File: config.mk
export PLATFORM = sky130hd
export DESIGN_NAME = gbf_fill_ctrl
export DESIGN_NICKNAME = d
export VERILOG_FILES = /design/src/rtl/gbf_fill_ctrl.sv
export SDC_FILE = /design/constraint.sdc
export NUM_CORES = 2
export LEC_CHECK = 0
export BUFFER_PORTS_ARGS = -buffer_cell sky130_fd_sc_hd__buf_2
export CORE_AREA = 4 4 428 430
export CTS_CLUSTER_DIAMETER = 80
export DETAILED_ROUTE_END_ITERATION = 10
export DIE_AREA = 0 0 432 434
export PLACE_DENSITY_LB_ADDON = 0.15
export SYNTH_ARGS = -nofsm -noshare
export SYNTH_HDL_FRONTEND = slang
export SYNTH_SLANG_ARGS = --single-unit
File: constraint.sdc
create_clock -name clk -period 3.55 [get_ports clk]
set_clock_uncertainty 0.1 [all_clocks]
set_input_delay 0.5325 -clock clk [delete_from_list [all_inputs] [get_ports clk]]
set_output_delay 0.5325 -clock clk [all_outputs]
set_load 0.02 [all_outputs]
File: src/rtl/gbf_fill_ctrl.sv
// gbf_fill_ctrl: packs SRC_BITWIDTH upstream beats into GBF lines and fills
// two ping-pong GBF banks strictly alternately, starting with bank 1.
// Optional feature macro: GBF_FILL_STALL_CNT_EN adds the stall_cnt output.
module gbf_fill_ctrl #(
    parameter int unsigned GBF_DATA_BITWIDTH = 512,
    parameter int unsigned GBF_ADDR_BITWIDTH = 5,
    parameter int unsigned GBF_DEPTH         = 32,
    parameter int unsigned SRC_BITWIDTH      = 64
) (
    input  logic                         clk,
    input  logic                         reset,
    input  logic                         s_valid,
    output logic                         s_ready,
    input  logic [SRC_BITWIDTH-1:0]      s_data,
    input  logic [GBF_ADDR_BITWIDTH:0]   fill_lines,
    input  logic                         need_data1,
    input  logic                         need_data2,
    output logic                         en1a,
    output logic                         we1a,
    output logic                         en2a,
    output logic                         we2a,
    output logic [GBF_ADDR_BITWIDTH-1:0] addr1a,
    output logic [GBF_ADDR_BITWIDTH-1:0] addr2a,
    output logic [GBF_DATA_BITWIDTH-1:0] w_data1a,
    output logic [GBF_DATA_BITWIDTH-1:0] w_data2a,
    output logic                         buf1_ready,
    output logic                         buf2_ready,
    output logic                         data_avail
`ifdef GBF_FILL_STALL_CNT_EN
    ,
    output logic [15:0]                  stall_cnt
`endif
);

    localparam int unsigned BEATS  = GBF_DATA_BITWIDTH / SRC_BITWIDTH;
    localparam int unsigned BEAT_W = (BEATS > 1) ? $clog2(BEATS) : 1;
    localparam int unsigned LINE_W = GBF_ADDR_BITWIDTH + 1;

    typedef enum logic [1:0] {
        IDLE  = 2'd0,
        FILL  = 2'd1,
        WRITE = 2'd2
    } state_t;

    state_t                       state, state_nxt;
    logic                         tgt2, tgt2_nxt;          // 0 = bank 1, 1 = bank 2
    logic [BEAT_W-1:0]            beat_cnt, beat_nxt;
    logic [LINE_W-1:0]            line_cnt, line_nxt;
    logic [LINE_W-1:0]            n_lines, n_lines_nxt;
    logic [LINE_W-1:0]            fill_clamp;
    logic [GBF_DATA_BITWIDTH-1:0] line_buf, line_buf_nxt;
    logic                         buf1_nxt, buf2_nxt;
    logic                         s_ready_nxt;
    logic                         wr_go;
    logic                         accept;
    logic                         last_beat;
    logic                         last_line;
    logic                         tgt_full;

    // Next-state, beat packing, bank bookkeeping and next output values
    always_comb begin
        state_nxt    = state;
        tgt2_nxt     = tgt2;
        beat_nxt     = beat_cnt;
        line_nxt     = line_cnt;
        n_lines_nxt  = n_lines;
        line_buf_nxt = line_buf;
        buf1_nxt     = buf1_ready;
        buf2_nxt     = buf2_ready;
        fill_clamp   = fill_lines;
        accept       = s_valid & s_ready;
        last_beat    = (beat_cnt == BEAT_W'(BEATS - 1));
        last_line    = (line_cnt == (n_lines - LINE_W'(1)));
        tgt_full     = tgt2 ? buf2_ready : buf1_ready;

        // zero means a full bank; oversize requests are clamped to the bank depth
        if ((fill_lines == '0) || (fill_lines > LINE_W'(GBF_DEPTH))) begin
            fill_clamp = LINE_W'(GBF_DEPTH);
        end

        // a consume request only matters while the bank is full
        if (need_data1 && buf1_ready) begin
            buf1_nxt = 1'b0;
        end
        if (need_data2 && buf2_ready) begin
            buf2_nxt = 1'b0;
        end

        unique case (state)
            IDLE: begin
                if (!tgt_full) begin
                    state_nxt   = FILL;
                    n_lines_nxt = fill_clamp;
                    line_nxt    = '0;
                    beat_nxt    = '0;
                end
            end
            FILL: begin
            end
            WRITE: begin
                if (last_line) begin
                    state_nxt = IDLE;
                    line_nxt  = '0;
                    tgt2_nxt  = ~tgt2;
                    if (tgt2) begin
                        buf2_nxt = 1'b1;
                    end else begin
                        buf1_nxt = 1'b1;
                    end
                end else begin
                    state_nxt = FILL;
                    line_nxt  = line_cnt + LINE_W'(1);
                end
            end
            default: state_nxt = IDLE;
        endcase

        // beats are taken in FILL and in non-final WRITE; beat 0 lands in the LSBs
        if (accept && (state != IDLE)) begin
            for (int unsigned k = 0; k < BEATS; k++) begin
                if (beat_cnt == BEAT_W'(k)) begin
                    line_buf_nxt[k*SRC_BITWIDTH +: SRC_BITWIDTH] = s_data;
                end
            end
            if (last_beat) begin
                state_nxt = WRITE;
                beat_nxt  = '0;
            end else begin
                beat_nxt = beat_cnt + BEAT_W'(1);
            end
        end

        wr_go       = (state_nxt == WRITE);
        s_ready_nxt = (state_nxt == FILL) ||
                      ((state_nxt == WRITE) && (line_nxt != (n_lines_nxt - LINE_W'(1))));
    end

    // State register and registered outputs
    always_ff @(posedge clk or negedge reset) begin
        if (!reset) begin
            state      <= IDLE;
            tgt2       <= 1'b0;
            beat_cnt   <= '0;
            line_cnt   <= '0;
            n_lines    <= '0;
            line_buf   <= '0;
            s_ready    <= 1'b0;
            en1a       <= 1'b0;
            we1a       <= 1'b0;
            en2a       <= 1'b0;
            we2a       <= 1'b0;
            addr1a     <= '0;
            addr2a     <= '0;
            w_data1a   <= '0;
            w_data2a   <= '0;
            buf1_ready <= 1'b0;
            buf2_ready <= 1'b0;
            data_avail <= 1'b0;
        end else begin
            state      <= state_nxt;
            tgt2       <= tgt2_nxt;
            beat_cnt   <= beat_nxt;
            line_cnt   <= line_nxt;
            n_lines    <= n_lines_nxt;
            line_buf   <= line_buf_nxt;
            s_ready    <= s_ready_nxt;
            en1a       <= wr_go & ~tgt2_nxt;
            we1a       <= wr_go & ~tgt2_nxt;
            en2a       <= wr_go & tgt2_nxt;
            we2a       <= wr_go & tgt2_nxt;
            buf1_ready <= buf1_nxt;
            buf2_ready <= buf2_nxt;
            data_avail <= buf1_nxt | buf2_nxt;
            if (wr_go && !tgt2_nxt) begin
                addr1a   <= line_nxt[GBF_ADDR_BITWIDTH-1:0];
                w_data1a <= line_buf_nxt;
            end
            if (wr_go && tgt2_nxt) begin
                addr2a   <= line_nxt[GBF_ADDR_BITWIDTH-1:0];
                w_data2a <= line_buf_nxt;
            end
        end
    end

`ifdef GBF_FILL_STALL_CNT_EN
    // Count cycles where the block could take a beat but the source had none
    always_ff @(posedge clk or negedge reset) begin
        if (!reset) begin
            stall_cnt <= '0;
        end else if ((state != IDLE) && s_ready && !s_valid && (stall_cnt != 16'hFFFF)) begin
            stall_cnt <= stall_cnt + 16'd1;
        end
    end
`endif

endmodule

* Word level (Yosys, flattened, before mapping) *
Index checks and enable logic that the tools add are counted.

storage, ports and cells
  register bits after elaboration = 1,570
  input bits = 75
  output and inout port bits = 1,042
  word-level logic and storage cells = 91

cells by class
  $add $sub $neg = 4
  magnitude comparators = 1
  equal/unequal tests = 14
  muxes and demuxes = 35
  bitwise gates (word level) = 6
  reductions and logical operators = 15

operator list
  operator                                              number
  2-to-1 mux 512 bit                                    1
  2-to-1 mux 64 bit                                     8
  2-to-1 mux 6 bit                                      5
  equality test 3 bit (second input constant)           4
  2-to-1 mux 1 bit                                      12
  2-to-1 mux 3 bit                                      4
  one-hot mux 6 bit (2 select lines)                    1
  subtractor 6 x 1 -> 6 bit (second input constant)     2
  adder 6 x 1 -> 6 bit (second input constant)          1
  equality test 3 x 2 -> 1 bit (second input constant)  2
  equality test 6 bit                                   1
  > comparator 6 bit (second input constant)            1
  logical AND 1 bit                                     6
  logical NOT 6 bit                                     1
  2-to-1 mux 2 bit                                      3
  != test 6 bit                                         1
  one-hot mux 2 bit (3 select lines)                    1
  equality test 2 x 1 -> 1 bit (second input constant)  2
  equality test 2 bit (second input constant)           2
  nonzero test 2 bit                                    2
  adder 3 x 1 -> 3 bit (second input constant)          1
  AND 1 bit                                             3
  equality test 3 x 1 -> 1 bit (second input constant)  1
  logical NOT 3 bit                                     1
  other kinds (7)                                       9

* Depth between registers and ports, before layout *
  word-level depth = 9
  mapped depth = 12
  depth with buffers taken out = 10

* Worst setup path after synthesis *
No wires, ideal clock.

  kind = register to register
  start point = register n_lines[0]
  end point = register w_data1a[496]
  setup time = 0.125 ns
  data arrival time = 2.532 ns
  required time = 3.325 ns
  setup slack = 0.793 ns
  cell stages (with the launch flop) = 11
  buffers on the path = 3
  period minus slack after synthesis = 2.757 ns
  cells stage by stage = dfrtp_1 -> or4_4 -> nor3_2 -> o2111a_2 -> nand2_2 -> xnor2_2 -> nor2_2 -> buf_4 -> buf_6 -> buf_6 -> mux2_2

on the way
  elaborated cells between the ends (all ways) = 11
  classes of those cells = 1 x add/sub; 2 x eq/ne; 6 x mux; 2 x reduce/logical

RTL lines
  element                    RTL line  text
  from (decl)                49        logic [LINE_W-1:0] n_lines, n_lines_nxt;
  from (signal assigned)     164       n_lines <= n_lines_nxt;
  subtractor 6 x 1 -> 6 bit  73        last_line = (line_cnt == (n_lines - LINE_W'(1)));
  equality test 6 bit        73
  2-to-1 mux 1 bit           101       if (last_line) begin
  2-to-1 mux 1 bit           89        unique case (state)
  named net tgt2_nxt         46        logic tgt2, tgt2_nxt;
  logical NOT 1 bit          174       if (wr_go && !tgt2_nxt) begin
  logical AND 1 bit          174
  to (signal assigned)       176       w_data1a <= line_buf_nxt;
  to (decl)                  24        output logic [GBF_DATA_BITWIDTH-1:0] w_data1a,

The timed path passes the listed nets, and every way through them passes these cells.
A chain may end at the register's enable or synchronous reset.

* Final worst setup path *
  start point = register n_lines[0]
  end point = register w_data1a[363]

Same word-level chain as after synthesis.

==> reports/summary.txt <==
Setup WS post-layout - 0.174 ns
Max VDD drop - 0.437 mV
min-delay worst type - in2reg
main flop type after synthesis - dfrtp_1
sw frac - 33.5%
post-synth cell types - 57
Leakage - 37.7 nW
Power Density - 816 nW/µm²
TritonCTS clock tree - done
Tcrit/Tclk final - 95.1%
fin nets - 4,736
actual slew at the worst max-slew pin - 1.00 ns
Seq cells post-synth - 1,520
Die H - 434 µm
Port Buf Inserts - 1,116
Boundary Pins - 1,117
Switch Pwr - 19.8 mW
Int Pwr - 39.3 mW
Place WS - 0.171 ns
Flop pwr share - 41.6%
total CTS buffers - 170
CTS Root Cell - clkbuf_16
CP Max Fanout - 45
syn nets - 3,503
via count - 33,776
width of the die - 432 µm
Residual DRC - 0
layout overhead on the synthesized area - 25.9%
outcome - finished, final reports clean
Fin. Hold Viols - 0
H-tree depth - 4
Max-Cap Viols - 0
gr ovfl total - 0
largest net degree at the start of global routing - 95
worst rel slew slack - 33.2%
hold path depth - 2
Critical Path AT - 3.97 ns
initial antenna violation count - 11
WL per Instance - 26.8 µm
critical path class - reg2reg
Synth Instances - 3,419
Total Die Area - 187,000 µm²
Worst setup SP type - flip-flop
R2R setup slack - 0.17 ns
max frequency - 296 MHz
DRT Wirelength - 192 mm
GP Congestion - 0.818
worst path required time - 4.14 ns
Pre-antenna DRT Iters - 4
Final HPWL DP - 139 mm
overall global routing resource usage - 20.0%
max-slew violations - 0
Clock Sink Count - 1,520
Starting Density - 32.0%
CP endpoint kind - flip-flop
DRT antenna net count - 0
clock slew at reported path FFs - 0.06 ns
synth warn - 0
Longest Clk Path Bufs - 3
final setup fails - 0
Combinational Power Share - 29.5%
first-pass GRT wire length - 271 mm
Tmin final - 3.38 ns
initial drt markers - 1,521
vias in the first global route - 35,212
CORE AREA - 180,000 µm²
mapped cell area - 57,600 µm²
Post-CTS Setup Bufs - 0
share of layout cells above drive strength 1 - 63.0%
Core Util, Final - 40.3%
Clk pwr share - 28.9%
vias per inst - 4.72
EDFF count, synth - 0
row count - 156
Syn Area/Cell - 16.8 µm²
Worst-Skew Late Latency - 0.81 ns
Synth async-reset ratio - 100%
register area share after synthesis - 66.0%
Reg2Reg Depth - 9
## layer usage
metal	global-route usage [%]	vias to the layer above	routed length (µm)	share of wire, %
met5	0	-	11	0.0057
met1	24.7	18086	78400	41
li1	-	14523	-	-
met3	5.08	275	11200	5.8
met4	7.76	2	7420	3.9
met2	33.7	890	94700	49
## synth_stat cells, types with 2 or more instances
| library cell | n | area share (%) |
|---|---|---|
| buf_6 | 15 | 0.29 |
| nor3_1 | 6 | 0.052 |
| buf_2 | 74 | 0.64 |
| a21oi_1 | 4 | 0.035 |
| nand2_2 | 2 | 0.022 |
| o2111ai_1 | 3 | 0.046 |
| buf_1 | 10 | 0.065 |
| clkbuf_1 | 35 | 0.23 |
| o22ai_1 | 2 | 0.022 |
| nor2_1 | 10 | 0.065 |
| and3_1 | 5 | 0.054 |
| xor2_1 | 4 | 0.061 |
| and3b_1 | 2 | 0.030 |
| nand3_1 | 8 | 0.070 |
| mux2_1 | 9 | 0.18 |
| mux2_4 | 91 | 2.4 |
| ha_1 | 9 | 0.20 |
| nand2b_1 | 6 | 0.065 |
| nor4_1 | 2 | 0.022 |
| and2_1 | 2 | 0.022 |
| xnor2_1 | 11 | 0.17 |
| dfrtp_1 | 1520 | 66 |
| buf_4 | 85 | 1.1 |
| inv_1 | 14 | 0.091 |
| nand2_1 | 60 | 0.39 |
| o21ai_0 | 9 | 0.078 |
| nor2b_1 | 3 | 0.033 |
| o31ai_1 | 3 | 0.039 |
| o21a_1 | 4 | 0.052 |
| mux2_2 | 1384 | 27 |
## repair_timing
action	4_1_cts	5_1_grt
hold buffers	25	0
endpoints found under the setup margin	0	574
endpoints found under the hold margin	96	0
gates resized for setup	0	2
## worst max-delay path, cell delays in order, from the launching register on
cell,delay (ns)
dfrtp_1,0.45
or4_4,0.58
nor3_2,0.20
o2111a_2,0.32
nand2_2,0.08
xnor2_2,0.23
nor2_4,0.19
buf_12,0.30
buf_4,0.33
mux2_2,0.36
## power by group through the flow
stage / logic [mW] / registers, mW / clock network [mW]
floorplan: 7.43 / 27.5 / 0
global placement: 17.6 / 24.8 / 0
detailed placement: 17.8 / 24.9 / 0
CTS: 17.8 / 24.7 / 17.6
global route: 18.7 / 25.2 / 18.3
finish: 17.4 / 24.6 / 17.1
## placed cells by master (no fill, tap or decap), types with 9 or more instances in the layout
cell type and count:
dfrtp_1 1520, mux2_2 1384, buf_2 1115, clkbuf_16 171, mux2_4 91, buf_12 71, buf_4 70, nand2_1 58
clkbuf_8 47, clkbuf_1 41, dlygate4sd3_1 25, clkinv_2 24, inv_1 13, xnor2_1 11, nor2_1 10, o21ai_0 9
mux2_1 9, ha_1 9
## metrics by stage
stage	instance area (µm²)	TNS, ns	power, mW	hold slack [ns]	cells
2_1_floorplan	57600	0	35.0	0.137	3419
3_3_place_gp	66800	0	42.4	0.373	6825
3_5_place_dp	66800	0	42.7	0.378	6825
4_1_cts	72500	0	60.1	0.00478	7149
5_1_grt	72500	-0.252	62.2	0.0407	7149
6_report	72500	0	59.2	0.0927	7152
## final timing paths
kind                               start            end
setup / recovery              n_lines[0]  w_data1a[363]
hold / removal                 s_data[8]  w_data2a[456]
setup reg to reg              n_lines[0]  w_data1a[363]
hold reg to reg            w_data2a[405]  w_data2a[405]
max in group asynchronous          reset  w_data2a[423]
min in group asynchronous          reset  w_data2a[259]
## registers in the layout (all words and copies together), names as in the netlist
register    cells
s_ready         1
state           2
w_data1a      512
w_data2a      512
buf1_ready      1
line_cnt        6
n_lines         6
tgt2            1
beat_cnt        3
line_buf      462
data_avail      1
we1a            1
addr1a          5
addr2a          5
buf2_ready      1
we2a            1
## logic make-up after synthesis
family | count (synthesis) | share of synthesized area [%]
fa+ha+maj | 9 | 0.196
compound gates | 39 | 0.491
mux | 1485 | 29.6
buf+inv | 234 | 2.44
flops | 1520 | 66.0
xor+xnor | 16 | 0.256
simple gates | 116 | 0.962
## cell type report
class,count,area (µm²)
Multi-Input combinational cell,1665,18300
Tap cell,2370,2970
Timing Repair Buffer,1281,7780
Clock inverter,40,350
Fill cell,16890,107000
Antenna cell,3,7.51
Clock buffer,259,5080
Sequential cell,1520,38000
Inverter,14,52.6
No activity file was read; power rests on OpenSTA's default activity.
